--- config.mk ---
export PLATFORM = sky130hd
export DESIGN_NAME = pht_update_scheduler
export DESIGN_NICKNAME = d
export VERILOG_FILES = /design/src/rtl/pht_update_scheduler.sv
export SDC_FILE = /design/constraint.sdc
export NUM_CORES = 1
export LEC_CHECK = 0
export BUFFER_PORTS_ARGS = -buffer_cell sky130_fd_sc_hd__buf_2
export CORE_ASPECT_RATIO = 1.75
export CORE_MARGIN = 10
export CORE_UTILIZATION = 52
export CTS_CLUSTER_SIZE = 16
export DETAILED_ROUTE_END_ITERATION = 8
export PLACE_DENSITY = 0.8
export SYNTH_ARGS = -nofsm -noshare
export SYNTH_HDL_FRONTEND = slang
export SYNTH_SLANG_ARGS = --single-unit
--- constraint.sdc ---
create_clock -name clk -period 3.4 [get_ports clk]
set_input_delay 0.68 -clock clk [delete_from_list [all_inputs] [get_ports clk]]
set_output_delay 0.68 -clock clk [all_outputs]
set_load 0.005 [all_outputs]
--- src/rtl/pht_update_scheduler.sv ---
// PHT update scheduler: sweeps the table to weakly-taken after reset, then queues
// resolved-branch updates from two issue ports and drains them through one write port.
module pht_update_scheduler #(
    parameter int ENTRY_NUM = 256,
    parameter int CNT_W     = 2,
    parameter int QDEPTH    = 4,
    localparam int IDX_W    = $clog2(ENTRY_NUM),
    localparam int QW       = $clog2(QDEPTH)
) (
    input  logic                       clk,
    input  logic                       rst,
    input  logic                       flush,
    input  logic [1:0]                 req_valid,
    input  logic [1:0]                 req_taken,
    input  logic [1:0][IDX_W-1:0]      req_index,
    input  logic [1:0][CNT_W-1:0]      req_prev,
    output logic                       req_ready,
    output logic                       pht_we,
    output logic [IDX_W-1:0]           pht_wa,
    output logic [CNT_W-1:0]           pht_wv,
    output logic                       init_busy,
    output logic [QW:0]                q_count,
    output logic [7:0]                 drop_count
);

    localparam logic [CNT_W-1:0] CNT_MAX  = '1;
    localparam logic [CNT_W-1:0] INIT_VAL = (CNT_MAX >> 1) + CNT_W'(1);
    localparam logic [QW:0]      QDEPTH_V = (QW+1)'(QDEPTH);

    typedef enum logic {INIT, RUN} state_t;

    typedef struct packed {
        logic [IDX_W-1:0] idx;
        logic             taken;
        logic [CNT_W-1:0] prev;
    } entry_t;

    state_t           state, stateNext;
    logic [IDX_W-1:0] sweepIdx;
    entry_t           queue [QDEPTH];
    logic [QW-1:0]    wrPtr, rdPtr;
    logic [QW:0]      count;
    logic [7:0]       dropCnt;

    logic             acc0, acc1, deq;
    logic [1:0]       nEnq, nDrop;
    logic [8:0]       dropSum;
    entry_t           head, entry0, entry1;

    always_ff @(posedge clk) begin
        if (rst) state <= INIT;
        else     state <= stateNext;
    end

    always_comb begin
        stateNext = state;
        init_busy = (state == INIT);
        req_ready = 1'b0;
        pht_we    = 1'b0;
        pht_wa    = '0;
        pht_wv    = '0;
        head      = queue[rdPtr];
        deq       = 1'b0;
        case (state)
            INIT: begin
                pht_we = 1'b1;
                pht_wa = sweepIdx;
                pht_wv = INIT_VAL;
                if (sweepIdx == IDX_W'(ENTRY_NUM - 1)) stateNext = RUN;
            end
            RUN: begin
                // Readiness is judged on last cycle's occupancy so a pair always fits.
                req_ready = (QDEPTH_V - count) >= (QW+1)'(2);
                deq       = (count != '0) && !flush;
                if (deq) begin
                    pht_we = 1'b1;
                    pht_wa = head.idx;
                    if (head.taken) pht_wv = (head.prev == CNT_MAX) ? CNT_MAX : head.prev + CNT_W'(1);
                    else            pht_wv = (head.prev == '0) ? '0 : head.prev - CNT_W'(1);
                end
            end
            default: stateNext = INIT;
        endcase
    end

    // Port 1 loses to port 0 on an index collision so the table sees one update.
    always_comb begin
        acc0    = req_valid[0] && req_ready && !flush;
        acc1    = req_valid[1] && req_ready && !flush && !(acc0 && req_index[0] == req_index[1]);
        nEnq    = {1'b0, acc0} + {1'b0, acc1};
        nDrop   = {1'b0, req_valid[0] && !acc0} + {1'b0, req_valid[1] && !acc1};
        dropSum = {1'b0, dropCnt} + 9'(nDrop);
        entry0  = '{idx: req_index[0], taken: req_taken[0], prev: req_prev[0]};
        entry1  = '{idx: req_index[1], taken: req_taken[1], prev: req_prev[1]};
    end

    always_ff @(posedge clk) begin
        if (acc0) queue[wrPtr] <= entry0;
        if (acc1) queue[wrPtr + QW'(acc0)] <= entry1;
    end

    always_ff @(posedge clk) begin
        if (rst) begin
            sweepIdx <= '0;
            wrPtr    <= '0;
            rdPtr    <= '0;
            count    <= '0;
            dropCnt  <= '0;
        end else begin
            if (state == INIT) sweepIdx <= sweepIdx + IDX_W'(1);
            dropCnt <= (dropSum > 9'd255) ? 8'hFF : dropSum[7:0];
            if (flush) begin
                wrPtr <= '0;
                rdPtr <= '0;
                count <= '0;
            end else begin
                wrPtr <= wrPtr + QW'(nEnq);
                rdPtr <= rdPtr + QW'(deq);
                count <= count + (QW+1)'(nEnq) - (QW+1)'(deq);
            end
        end
    end

    assign q_count    = count;
    assign drop_count = dropCnt;

endmodule

### Word-level counts from Yosys, hierarchy flattened

Memories as Yosys holds them, arrays and structs flattened. A register that Yosys moved wholly into a read port is not among the register bits.
Cells that the tools add are included.

| word-level totals | value |
|---|---|
| register bits | 24 |
| RAM bits | 44 |
| bits of input ports | 27 |
| output and inout bits | 24 |
| memories | 1 |

| operators by class | value |
|---|---|
| $add $sub $neg | 12 |
| order comparisons | 2 |
| eq/ne operators | 3 |
| multiplexer cells | 19 |
| bitwise gates (word level) | 1 |
| reductions and logical operators | 16 |

Memory list:

| memory | words | bits a word | rd ports | clocked after memory_dff | write ports | RTL line | source |
|---|---|---|---|---|---|---|---|
| queue | 4 | 11 | 1 | 1 | 2 | 40 | `entry_t queue [QDEPTH];` |

Operator list:

| kind | count |
|---|---|
| 8-bit two-way mux | 2 |
| 8-bit one-hot mux with 2 select lines | 1 |
| 2-bit two-way mux | 5 |
| 8-bit by 2-bit adder with 9-bit output | 1 |
| 9-bit by 8-bit > comparator with 1-bit output, second input constant | 1 |
| 1-bit logical AND | 9 |
| 1-bit two-way mux | 9 |
| 8-bit by 1-bit adder with 8-bit output, second input constant | 1 |
| 8-bit == test | 1 |
| 8-bit == test, second input constant | 1 |
| 1-bit by 1-bit adder with 2-bit output | 2 |
| 2-bit by 1-bit adder with 2-bit output | 2 |
| 1-bit zero test | 4 |
| 2-bit one-hot mux with 2 select lines | 1 |
| 3-bit by 2-bit adder with 3-bit output | 1 |
| 3-bit by 2-bit greater-or-equal comparator with 1-bit output, second input constant | 1 |
| 3-bit nonzero test | 1 |
| 3-bit by 1-bit subtractor with 3-bit output | 1 |
| 3-bit subtractor, first input constant | 1 |
| 2-bit by 1-bit adder with 2-bit output, second input constant | 1 |
| 2-bit adder | 1 |
| 2-bit == test, second input constant | 1 |
| 2-bit zero test | 1 |
| 1-bit one-hot mux with 2 select lines | 1 |
| 3 further kinds | 3 |

### Logic depth before layout (Yosys ltp)

Gate-level depths: netlist (run 1).

| logic depth | value |
|---|---|
| depth in word-level cells | 14 |
| gate-level depth with buffers | 18 |
| mapped depth without buffers | 17 |

### Worst setup path before layout (run 1)

No wires, ideal clock.

| path | value |
|---|---|
| path kind | register to register |
| from | register count[0] (netlist: q_count[0]) |
| to | memory queue[1][0] in the netlist's numbering (enable) |
| arrival | 3.030 ns |
| required time | 3.002 ns |
| setup slack | -0.028 ns |
| cell stages (with the launch flop) | 9 |
| path buffers | 0 |
| cell sequence | dfxtp_1 -> inv_1 -> ha_1 -> ha_1 -> or3b_2 -> and3_1 -> ha_1 -> inv_1 -> o32ai_1 |

RTL lines:

| what | RTL line | source |
|---|---|---|
| start, declared | 42 | `logic [QW:0] count;` |
| start signal, assigned | 119 | `count <= count + (QW+1)'(nEnq) - (QW+1)'(deq);` |
| end, declared | 40 |  |

### Worst setup path in the final report (run 1)

| path | value |
|---|---|
| from | register count[0] (netlist: q_count[0]) |
| to | register count[2] (netlist: q_count[2]) |

| on the way | value |
|---|---|
| word-level cells in the longest chain between the ends | 11 |
| elaborated cells on any way between the ends | 16 |

RTL lines:

| what | RTL line | source |
|---|---|---|
| 3-bit subtractor | 73 | `req_ready = (QDEPTH_V - count) >= (QW+1)'(2);` |
| 3-bit by 2-bit greater-or-equal comparator with 1-bit output | 73 |  |
| 1-bit two-way mux | 64 | `case (state)` |
| 1-bit logical AND (2 in a row) | 88 | `acc0 = req_valid[0] && req_ready && !flush;` |
| 1-bit logical AND | 89 | `acc1 = req_valid[1] && req_ready && !flush && !(acc0 && req_index[0] == req_index[1]);` |
| 1-bit zero test | 89 |  |
| 1-bit logical AND | 89 |  |
| 1-bit by 1-bit adder with 2-bit output | 90 | `nEnq = {1'b0, acc0} + {1'b0, acc1};` |
| 3-bit by 2-bit adder with 3-bit output | 119 |  |
| 3-bit by 1-bit subtractor with 3-bit output (*) | 119 |  |

Mark *: on every way between the ends. The rest lies on a longest branch, timed or not.
A chain may end at the register's enable or synchronous reset.

==> results of run 1 <==
## how the worst min path moves through the flow
stage | startpoint | endpoint | slack, ns
floorplan | drop_count[6] | drop_count[6] | 0.50
global placement | drop_count[6] | drop_count[6] | 0.51
detailed placement | drop_count[6] | drop_count[6] | 0.51
CTS | drop_count[6] | drop_count[6] | 0.52
global route | drop_count[6] | drop_count[6] | 0.57
finish | drop_count[6] | drop_count[6] | 0.52
## worst register-to-register path: cells and delay by family (launching register included)
kind	cells	cell delay, ns
buffers and inverters	4	0.21
DFF	1	0.32
xor gates and xnor gates	2	0.32
and+or+nand+nor	3	0.71
adders and majority gates	6	1.52
## timing repair
action / in CTS / in global routing
resized for setup: 2 / 3
endpoints found under the setup margin: 1 / 12
pin swaps: 0 / 3
hold endpoints to repair: 0 / 0
buffers inserted: 0 / 1
## through the flow
| step | setup WS, ns | std cells |
|---|---|---|
| 6_report | 0.2013 | 446 |
| 5_1_grt | 0.001689 | 446 |
| 4_1_cts | 0.1085 | 445 |
| 3_5_place_dp | 0.01291 | 429 |
| 3_3_place_gp | 0.003587 | 429 |
| 2_1_floorplan | 0.02181 | 290 |
## flip-flops by register name, summed over array words and instances (netlist names)
signal,flops
sweepIdx,8
rdPtr,2
drop_count,8
queue,44
q_count,3
state,1
wrPtr,2
## cell families after synthesis
kind of cell | after synthesis
compound gates | 28
xor+xnor | 25
fa+ha+maj | 14
buf+inv | 32
flops | 68
mux | 57
simple gates | 66
## routing by layer
layer  global-route usage  wire length, µm
met5                    0                0
met4               0.1000              279
met3              0.03899              332
met2               0.2613             4437
met1               0.1434             3055
## final cells by class
class | instances | area [µm²]
flip-flops and latches | 68 | 1802
multi-input cells | 190 | 1794
fillers | 526 | 2434
inverters | 18 | 67.56
well taps | 84 | 105.1
clock inverters | 4 | 47.55
clock buffers | 12 | 256.5
repair buffers | 70 | 400.4
## layout by cell type (no fill, tap or decap), types with 15 or more instances in the layout
master     n
buf_4     20
buf_2     50
nor2_1    16
mux2_2    34
xnor2_1   15
edfxtp_1  44
dfxtp_1   24
inv_1     17
## power groups by stage
stage / Combinational (µW) / Clock (µW) / Sequential, µW
after floorplan: 63.2 / 0 / 912
after CTS: 117 / 956 / 896
after global routing: 129 / 986 / 897
after global placement: 111 / 0 / 913
after detailed placement: 116 / 0 / 913
final: 116 / 939 / 896
==> summary.txt, run 1 <==
Synth Area in XOR/XNOR = 0.05912
Final Hold Vio Count = 0
Initial Util = 0.5362
type of the worst setup path = register to register
RSZ-0062 raised after global routing = false
CP max stage delay = 0.41 ns
initial DRC count = 108
most numerous cell in the Yosys netlist = edfxtp_1
Int Pwr = 1554 µW
Post-Synthesis Cell Area = 3704 µm²
Post-Syn Nets = 331
CTS Hold Bufs = 0
CP Max Fanout = 4
R2R cell count = 15
CP top delay family = adder cells
clock-pin slew on the worst setup and hold paths = 0.06 ns
Site Rows = 40
NetSw = 397.2 µW
Synth area leaders = edfxtp_1 (36%), dfxtp_1 (13%), mux2_2 (10%)
Num CTS Buffers = 9
Core Region = 6907 µm²
Synth async-reset ratio = 0
CTS Root Cell = clkbuf_16
WP depth = 15
Ports = 51
drt drc = 0
first-pass GRT wire length = 13,030 µm
Seq/Total Area, Yosys = 0.4865
Synth Area in Simple Gates = 0.09122
Compound-Gate Fraction of Synth Area = 0.05473
Slew headroom = 0.5767
Wirelength per Cell = 18.17 µm
main flop type after synthesis = edfxtp_1
Flop pwr share = 0.459
maximum vdd ir drop = 0.2685 mV
pin count of the biggest net entering global routing = 23
initial antenna violation count = 0
Syn Inst Count = 290
DR pass1 iterations = 5
power per cell area = 436.2 nW/µm²
synthesis-to-finish area growth = 20.78%
final WL = 8105 µm
DR vias/cell = 5.621
maximum clock path buffer count = 2
mux contribution to synthesized area = 0.2162
Slowest-stage cell, CP = or3b_4
Commonest cells post-synth = edfxtp_1 (44), mux2_2 (34), dfxtp_1 (24)
Worst setup EP type = register
dpl hpwl = 5928 µm
number of library cell types mapped by synthesis = 44
GRT Util Overall = 0.1473
WP buf/inv = 4
Yosys reg bits = 68
top-area cell type share of the netlist area = 0.3568
Min-Delay Path Depth = 1
Min Clock Period, post-route = 3.199 ns
setup TNS = 0 ns
period utilization = 0.9408
YS warnings = 0
die area = 11,030 µm²
Vias = 2,507
diode count = 0
Slew Limit Fails = 0
largest family of logic cells by synthesized area = multiplexers
NumNets Final = 398
Max Clock Skew = 0.007144 ns
share of cells above drive strength 1 = 0.4061
Sinks on Clock Net = 68
largest area contributor in the netlist = edfxtp_1
dpl cell area = 4125 µm²
overall power = 1951 µW
EDFF count, synth = 44
worst r2r src = q_count[0]
P_leak = 0.001719 µW
crit start category = register
fin util = 0.6476
CTS tree = done
Clock Latency Late Sink = 0.33 ns
Critical Path End = q_count[2]
Synth Area per Inst = 12.77 µm²
vias in the first global route = 2,686
fin area = 4473 µm²
flop-to-flop setup slack = 0.20 ns
global route overflow = 0
Final ANT Viol Nets = 0
crit path cell chain = inv_1, ha_1, ha_1, or3b_4, and3_1, ha_4, inv_1, ha_1, inv_1, ha_1, inv_1, fa_2, xnor2_1, xnor2_1, nor3_1
Worst EP required = 3.60 ns
adder-cell share of the synthesized area = 0.05135
status = completed
Comb pwr share = 0.059
Fmax = 312.6 MHz
Die Y = 131.6 µm
worst slew pin tran = 0.6349 ns
RR Endpoint = q_count[2]
final setup fails = 0
clock share of power = 0.481
GPL Wtd Cong = 0.8556
WHS = 0.5176 ns
Worst Hold Class = register to register
Chip Width = 83.80 µm
Setup crit start = q_count[0]
Max-cap violations = 0
H-tree depth = 3
switching share of total power = 0.2036
crit path DAT = 3.40 ns
IO buf count = 50
No activity file was read; power rests on OpenSTA's default activity.
==> inputs of run 2 (changes only) <==
Settings changed: CORE_UTILIZATION 52 to 40, PLACE_DENSITY 0.8 to 0.65.
==> summary.txt, run 2 (synthesized netlist as in run 1, its figures left out) <==
Hold Path Origin = drop_count[6] (unchanged)
number of fill cells = 845 (was 526)
Slew Limit Fails = 0 (unchanged)
R2R cell count = 10 (was 15)
status = completed (unchanged)
GPL Wtd Cong = 0.7937 (was 0.8556)
H-tree depth = 3 (unchanged)
crit start category = register (unchanged)
diode count = 0 (unchanged)
Worst setup EP type = register (unchanged)
Setup crit start = q_count[0] (unchanged)
period utilization = 0.9579 (was 0.9408)
flop-to-flop setup slack = 0.14 ns (was 0.20 ns)
Sinks on Clock Net = 68 (unchanged)
pin count of the biggest net entering global routing = 23 (unchanged)
NumNets Final = 401 (was 398)
worst slew pin tran = 0.9933 ns (was 0.6349 ns)
Clock Latency Late Sink = 0.33 ns (about the same)
non-filler instance count after layout = 482 (was 446)
initial antenna violation count = 0 (unchanged)
Slew headroom = 0.3378 (was 0.5767)
power per cell area = 416.7 nW/µm² (was 436.2 nW/µm²)
Min-Delay Path Depth = 1 (unchanged)
worst r2r src = q_count[0] (unchanged)
Initial Util = 0.4099 (was 0.5362)
Final ANT Viol Nets = 0 (unchanged)
die area = 13,660 µm² (was 11,030 µm²)
RR Endpoint = queue[1][6] (was q_count[2])
Final Hold Vio Count = 0 (unchanged)
Fmax = 307.1 MHz (was 312.6 MHz)
Ports = 51 (unchanged)
maximum vdd ir drop = 0.2583 mV (was 0.2685 mV)
WHS Endpoint = drop_count[6] (unchanged)
GRT Util Overall = 0.1307 (was 0.1473)
DR vias/cell = 5.056 (was 5.621)
crit path DAT = 3.21 ns (was 3.40 ns)
synthesis-to-finish area growth = 21.76% (was 20.78%)
Site Rows = 46 (was 40)
dpl hpwl = 6406 µm (was 5928 µm)
type of the worst setup path = register to register (unchanged)
DR pass1 iterations = 4 (was 5)
Die Y = 147.3 µm (was 131.6 µm)
first-pass GRT wire length = 13,750 µm (was 13,030 µm)
final WL = 8571 µm (was 8105 µm)
WHS = 0.5168 ns (was 0.5176 ns)
Max-cap violations = 0 (unchanged)
Worst Hold Class = register to register (unchanged)
most common cell after layout, fill and taps aside = buf_2 (unchanged)
Vias = 2,437 (was 2,507)
CP Max Fanout = 11 (was 4)
CTS Hold Bufs = 0 (unchanged)
CTS tree = done (unchanged)
Max Clock Skew = 0.006149 ns (was 0.007144 ns)
maximum clock path buffer count = 2 (unchanged)
Biggest register = queue (unchanged)
Wirelength per Cell = 17.78 µm (was 18.17 µm)
share of cells above drive strength 1 = 0.4282 (was 0.4061)
max reg flops = 44 (unchanged)
P_leak = 0.001714 µW (was 0.001719 µW)
final setup fails = 0 (unchanged)
vias in the first global route = 2,687 (was 2,686)
CTS Root Cell = clkbuf_16 (unchanged)
drt drc = 0 (unchanged)
Chip Width = 92.74 µm (was 83.80 µm)
clock-pin slew on the worst setup and hold paths = 0.05 ns (was 0.06 ns)
Cell Count Post-Placement = 466 (was 429)
Num CTS Buffers = 9 (unchanged)
Min Clock Period, post-route = 3.257 ns (was 3.199 ns)
Worst EP required = 3.35 ns (was 3.60 ns)
initial DRC count = 101 (was 108)
Core Region = 9036 µm² (was 6907 µm²)
global route overflow = 0 (unchanged)
IO buf count = 50 (unchanged)
most frequent cells in the layout = buf_2 (50), edfxtp_1 (44), mux2_2 (34) (unchanged)
-- run 2: critical path: stages, from the launching register on --
cell,delay [ns]
dfxtp_2,0.33
inv_2,0.04
ha_2,0.17
ha_1,0.26
or3b_4,0.40
and3_1,0.23
ha_1,0.31
inv_1,0.08
nor4_1,0.32
a221oi_1,0.14
o32ai_2,0.58
-- run 2: repair_timing --
action,4_1_cts,5_1_grt
setup buffers,0,3
setup endpoints to repair,1,37
gates cloned,0,0
resized for setup,1,11
pin swaps,0,9
-- run 2: worst max path at each step --
stage / end / slack, ns / depth (start not counted)
final: queue[1][6] / 0.14 / 10
after global routing: queue[1][6] / -0.08 / 10
after CTS: q_count[2] / 0.002 / 17
after detailed placement: q_count[2] / -0.10 / 16
after global placement: q_count[2] / -0.03 / 16
after floorplan: queue[3][0] / 0.02 / 10
-- run 2: power breakdown --
part	total, µW	leakage, µW	switching [µW]	internal (µW)
logic	115	0.000989	53.2	61.7
registers	896	0.000591	8.45	888
clock network	868	0.000134	319	549
-- run 2: area by class of cell --
cell class	instances	area [µm²]	share of cell area
clock buffers	9	225.2	0.04994
well taps	120	150.1	0.03330
multi-input cells	190	1795	0.3982
clock inverters	4	43.79	0.009711
inverters	18	67.56	0.01498
flip-flops and latches	68	1804	0.4001
repair buffers	73	422.9	0.09378
-- run 2: per-layer routing --
metal | global-route usage | wire, µm | vias up | part of all wire
li1 | - | - | 1205 | -
met1 | 0.1258 | 3160 | 1176 | 0.37
met2 | 0.2496 | 4916 | 49 | 0.57
met3 | 0.03520 | 347 | 7 | 0.040
met4 | 0.05349 | 147 | 0 | 0.017
met5 | 0 | 0 | - | 0
-- run 2: stage by stage --
stage | area (µm²) | setup TNS, ns | setup WS, ns | total power [µW] | util
6_report | 4509 | 0 | 0.1432 | 1879 | 0.4990
5_1_grt | 4509 | -0.8196 | -0.07627 | 1944 | 0.4990
4_1_cts | 4454 | 0 | 0.001841 | 1899 | 0.4929
3_5_place_dp | 4178 | -0.1018 | -0.1018 | 1028 | 0.4623
3_3_place_gp | 4178 | -0.03371 | -0.03371 | 1025 | 0.4623
2_1_floorplan | 3711 | 0 | 0.02181 | 975.3 | -
==> inputs of run 3 (changes only) <==
Settings changed: ABC_AREA set to 1.
==> summary.txt, run 3 <==
Biggest register = queue (unchanged)
type of the worst setup path = register to register (unchanged)
most frequent cells in the layout = nand2_1 (145), buf_2 (50), nand4_1 (45) (was buf_2 (50), edfxtp_1 (44), mux2_2 (34))
initial antenna violation count = 0 (unchanged)
P_leak = 0.001988 µW (was 0.001714 µW)
status = completed (unchanged)
Yosys reg bits = 68 (unchanged)
WHS = 0.4888 ns (was 0.5168 ns)
fin util = 0.4824 (was 0.4990)
Slew Limit Fails = 0 (unchanged)
Die Y = 150.4 µm (was 147.3 µm)
Synth Area per Inst = 8.013 µm² (was 12.77 µm²)
Commonest cells post-synth = nand2_1 (145), nand4_1 (45), edfxtp_1 (44) (was edfxtp_1 (44), mux2_2 (34), dfxtp_1 (24))
dpl hpwl = 7852 µm (was 6406 µm)
Num CTS Buffers = 9 (unchanged)
CTS Hold Bufs = 0 (unchanged)
routed length on met2 = 5388 µm (was 4916 µm)
synthesis-to-finish area growth = 17.51% (was 21.76%)
H-tree depth = 3 (unchanged)
maximum vdd ir drop = 0.2822 mV (was 0.2583 mV)
most frequent CP cell = ha_1 (unchanged)
Site Rows = 47 (was 46)
first-pass GRT wire length = 16,170 µm (was 13,750 µm)
met1 WL = 3897 µm (was 3160 µm)
Core Region = 9468 µm² (was 9036 µm²)
Slew headroom = 0.2416 (was 0.3378)
period utilization = 0.9402 (was 0.9579)
IO buf count = 50 (unchanged)
crit start category = register (unchanged)
CTS tree = done (unchanged)
CP max stage delay = 0.38 ns (was 0.58 ns)
DR top layer = met4 (unchanged)
crit path cell chain = inv_1, ha_1, ha_1, nand2_1, nand3_2, nor2_4, nand3_2, and2_4, ha_1, inv_1, ha_1, inv_1, ha_1, inv_1, fa_1, xor2_1, xor2_1, nor2_1 (was inv_2, ha_2, ha_1, or3b_4, and3_1, ha_1, inv_1, nor4_1, a221oi_1, o32ai_2)
pre-CTS setup slack = 0.1135 ns (was -0.1018 ns)
Worst EP required = 3.61 ns (was 3.35 ns)
vias in the first global route = 3,345 (was 2,687)
Final Hold Vio Count = 0 (unchanged)
Sinks on Clock Net = 68 (unchanged)
Wirelength per Cell = 15.18 µm (was 17.78 µm)
pin count of the biggest net entering global routing = 49 (was 23)
most common cell after layout, fill and taps aside = nand2_1 (was buf_2)
DR vias/cell = 5.180 (was 5.056)
Post-Synthesis Cell Area = 3886 µm² (was 3704 µm²)
Syn Inst Count = 485 (was 290)
diode count = 0 (unchanged)
largest area contributor in the netlist = edfxtp_1 (unchanged)
Slowest-stage cell, CP = fa_1 (was o32ai_2)
most numerous cell in the Yosys netlist = nand2_1 (was edfxtp_1)
initial DRC count = 152 (was 101)
Synth area leaders = edfxtp_1 (34%), nand2_1 (14%), dfxtp_1 (12%) (was edfxtp_1 (36%), dfxtp_1 (13%), mux2_2 (10%))
Synth async-reset ratio = 0 (unchanged)
Chip Width = 94.51 µm (was 92.74 µm)
drt drc = 0 (unchanged)
main flop type after synthesis = edfxtp_1 (unchanged)
GRT Util Overall = 0.1439 (was 0.1307)
Final ANT Viol Nets = 0 (unchanged)
NumNets Final = 579 (was 401)
number of library cell types mapped by synthesis = 30 (was 44)
top-area cell type share of the netlist area = 0.3400 (was 0.3568)
worst slew pin tran = 1.130 ns (was 0.9933 ns)
Initial Util = 0.4105 (was 0.4099)
share of cells above drive strength 1 = 0.1731 (was 0.4282)
Vias = 3,445 (was 2,437)
fin worst setup slack = 0.2034 ns (was 0.1432 ns)
YS warnings = 0 (unchanged)
final WL = 10,100 µm (was 8571 µm)
Worst setup EP type = register (unchanged)
power per cell area = 403.1 nW/µm² (was 416.7 nW/µm²)
Max-cap violations = 0 (unchanged)
Worst Hold Class = register to register (unchanged)
DR WL met3 = 601 µm (was 347 µm)
CTS Root Cell = clkbuf_16 (unchanged)
number of fill cells = 937 (was 845)
final setup fails = 0 (unchanged)
Fmax = 312.8 MHz (was 307.1 MHz)
Seq/Total Area, Yosys = 0.4636 (was 0.4865)
die area = 14,210 µm² (was 13,660 µm²)
crit path DAT = 3.41 ns (was 3.21 ns)
Clock Latency Late Sink = 0.33 ns (about the same)
Post-Syn Nets = 526 (was 331)
max reg flops = 44 (unchanged)
global route overflow = 0 (unchanged)
Min Clock Period, post-route = 3.197 ns (was 3.257 ns)
EDFF count, synth = 44 (unchanged)
DR pass1 iterations = 4 (unchanged)
maximum clock path buffer count = 2 (unchanged)
GPL Wtd Cong = 0.8262 (was 0.7937)
Max Clock Skew = 0.003732 ns (was 0.006149 ns)
CP Max Fanout = 3 (was 11)
clock-pin slew on the worst setup and hold paths = 0.05 ns (about the same)
Ports = 51 (unchanged)
-- run 3: critical path, delay by kind of cell (launching register included) --
family | cells | cell delay, ns
adder cells (fa/ha/maj) | 6 | 1.51
flip-flops | 1 | 0.33
buffers and inverters | 4 | 0.19
AND/OR/NAND/NOR | 6 | 0.71
XOR/XNOR | 2 | 0.34
-- run 3: cells by family (layout without fill, tap and decap cells) --
logic type,count (synthesis),after routing,synth area share
flops,68,68,0.4636
compound gates,59,59,0.08146
xor+xnor,14,14,0.03155
fa+ha+maj,14,14,0.04894
buf+inv,68,126,0.07534
simple gates,262,262,0.2991
-- run 3: metal layers --
metal | vias to the layer above | global-route usage
li1 | 1744 | -
met1 | 1587 | 0.1483
met2 | 96 | 0.2541
met3 | 18 | 0.03639
met4 | 0 | 0.08346
met5 | - | 0
-- run 3: timing repair --
item	4_1_cts	5_1_grt
setup buffers	0	1
endpoints found under the setup margin	0	1
resized for setup	0	3
hold endpoints to repair	0	0
-- run 3: report_power, final --
group | switching (µW) | leakage (µW) | internal [µW]
Clock | 346 | 0.000133 | 488
Sequential | 8.05 | 0.000591 | 887
Combinational | 63.7 | 0.00126 | 47.7
Total | 418 | 0.00199 | 1420
-- run 3: worst paths after layout --
path | depth (start not counted) | startpoint | slack [ns] | end
max | 18 | q_count[0] | 0.20 | q_count[2]
min | 1 | sweepIdx[4] | 0.49 | sweepIdx[4]
max reg2reg | 18 | q_count[0] | 0.20 | q_count[2]
min reg2reg | 1 | sweepIdx[4] | 0.49 | sweepIdx[4]
-- run 3: final cells by class --
type / count / area [µm²] / area share
Inverter: 41 / 153.9 / 0.03370
Sequential cell: 68 / 1804 / 0.3951
Timing Repair Buffer: 69 / 392.9 / 0.08603
Clock inverter: 7 / 43.79 / 0.009589
Clock buffer: 9 / 225.2 / 0.04932
Tap cell: 122 / 152.6 / 0.03342
Multi-Input combinational cell: 349 / 1794 / 0.3929
-- run 3: stage by stage --
stage | cell area, µm² | setup TNS [ns] | total power [µW] | cells
6_report | 4567 | 0 | 1841 | 665
2_1_floorplan | 3886 | 0 | 970.2 | 485
4_1_cts | 4554 | 0 | 1855 | 664
3_3_place_gp | 4285 | 0 | 1021 | 648
5_1_grt | 4567 | -0.003151 | 1910 | 665
3_5_place_dp | 4285 | 0 | 1024 | 648
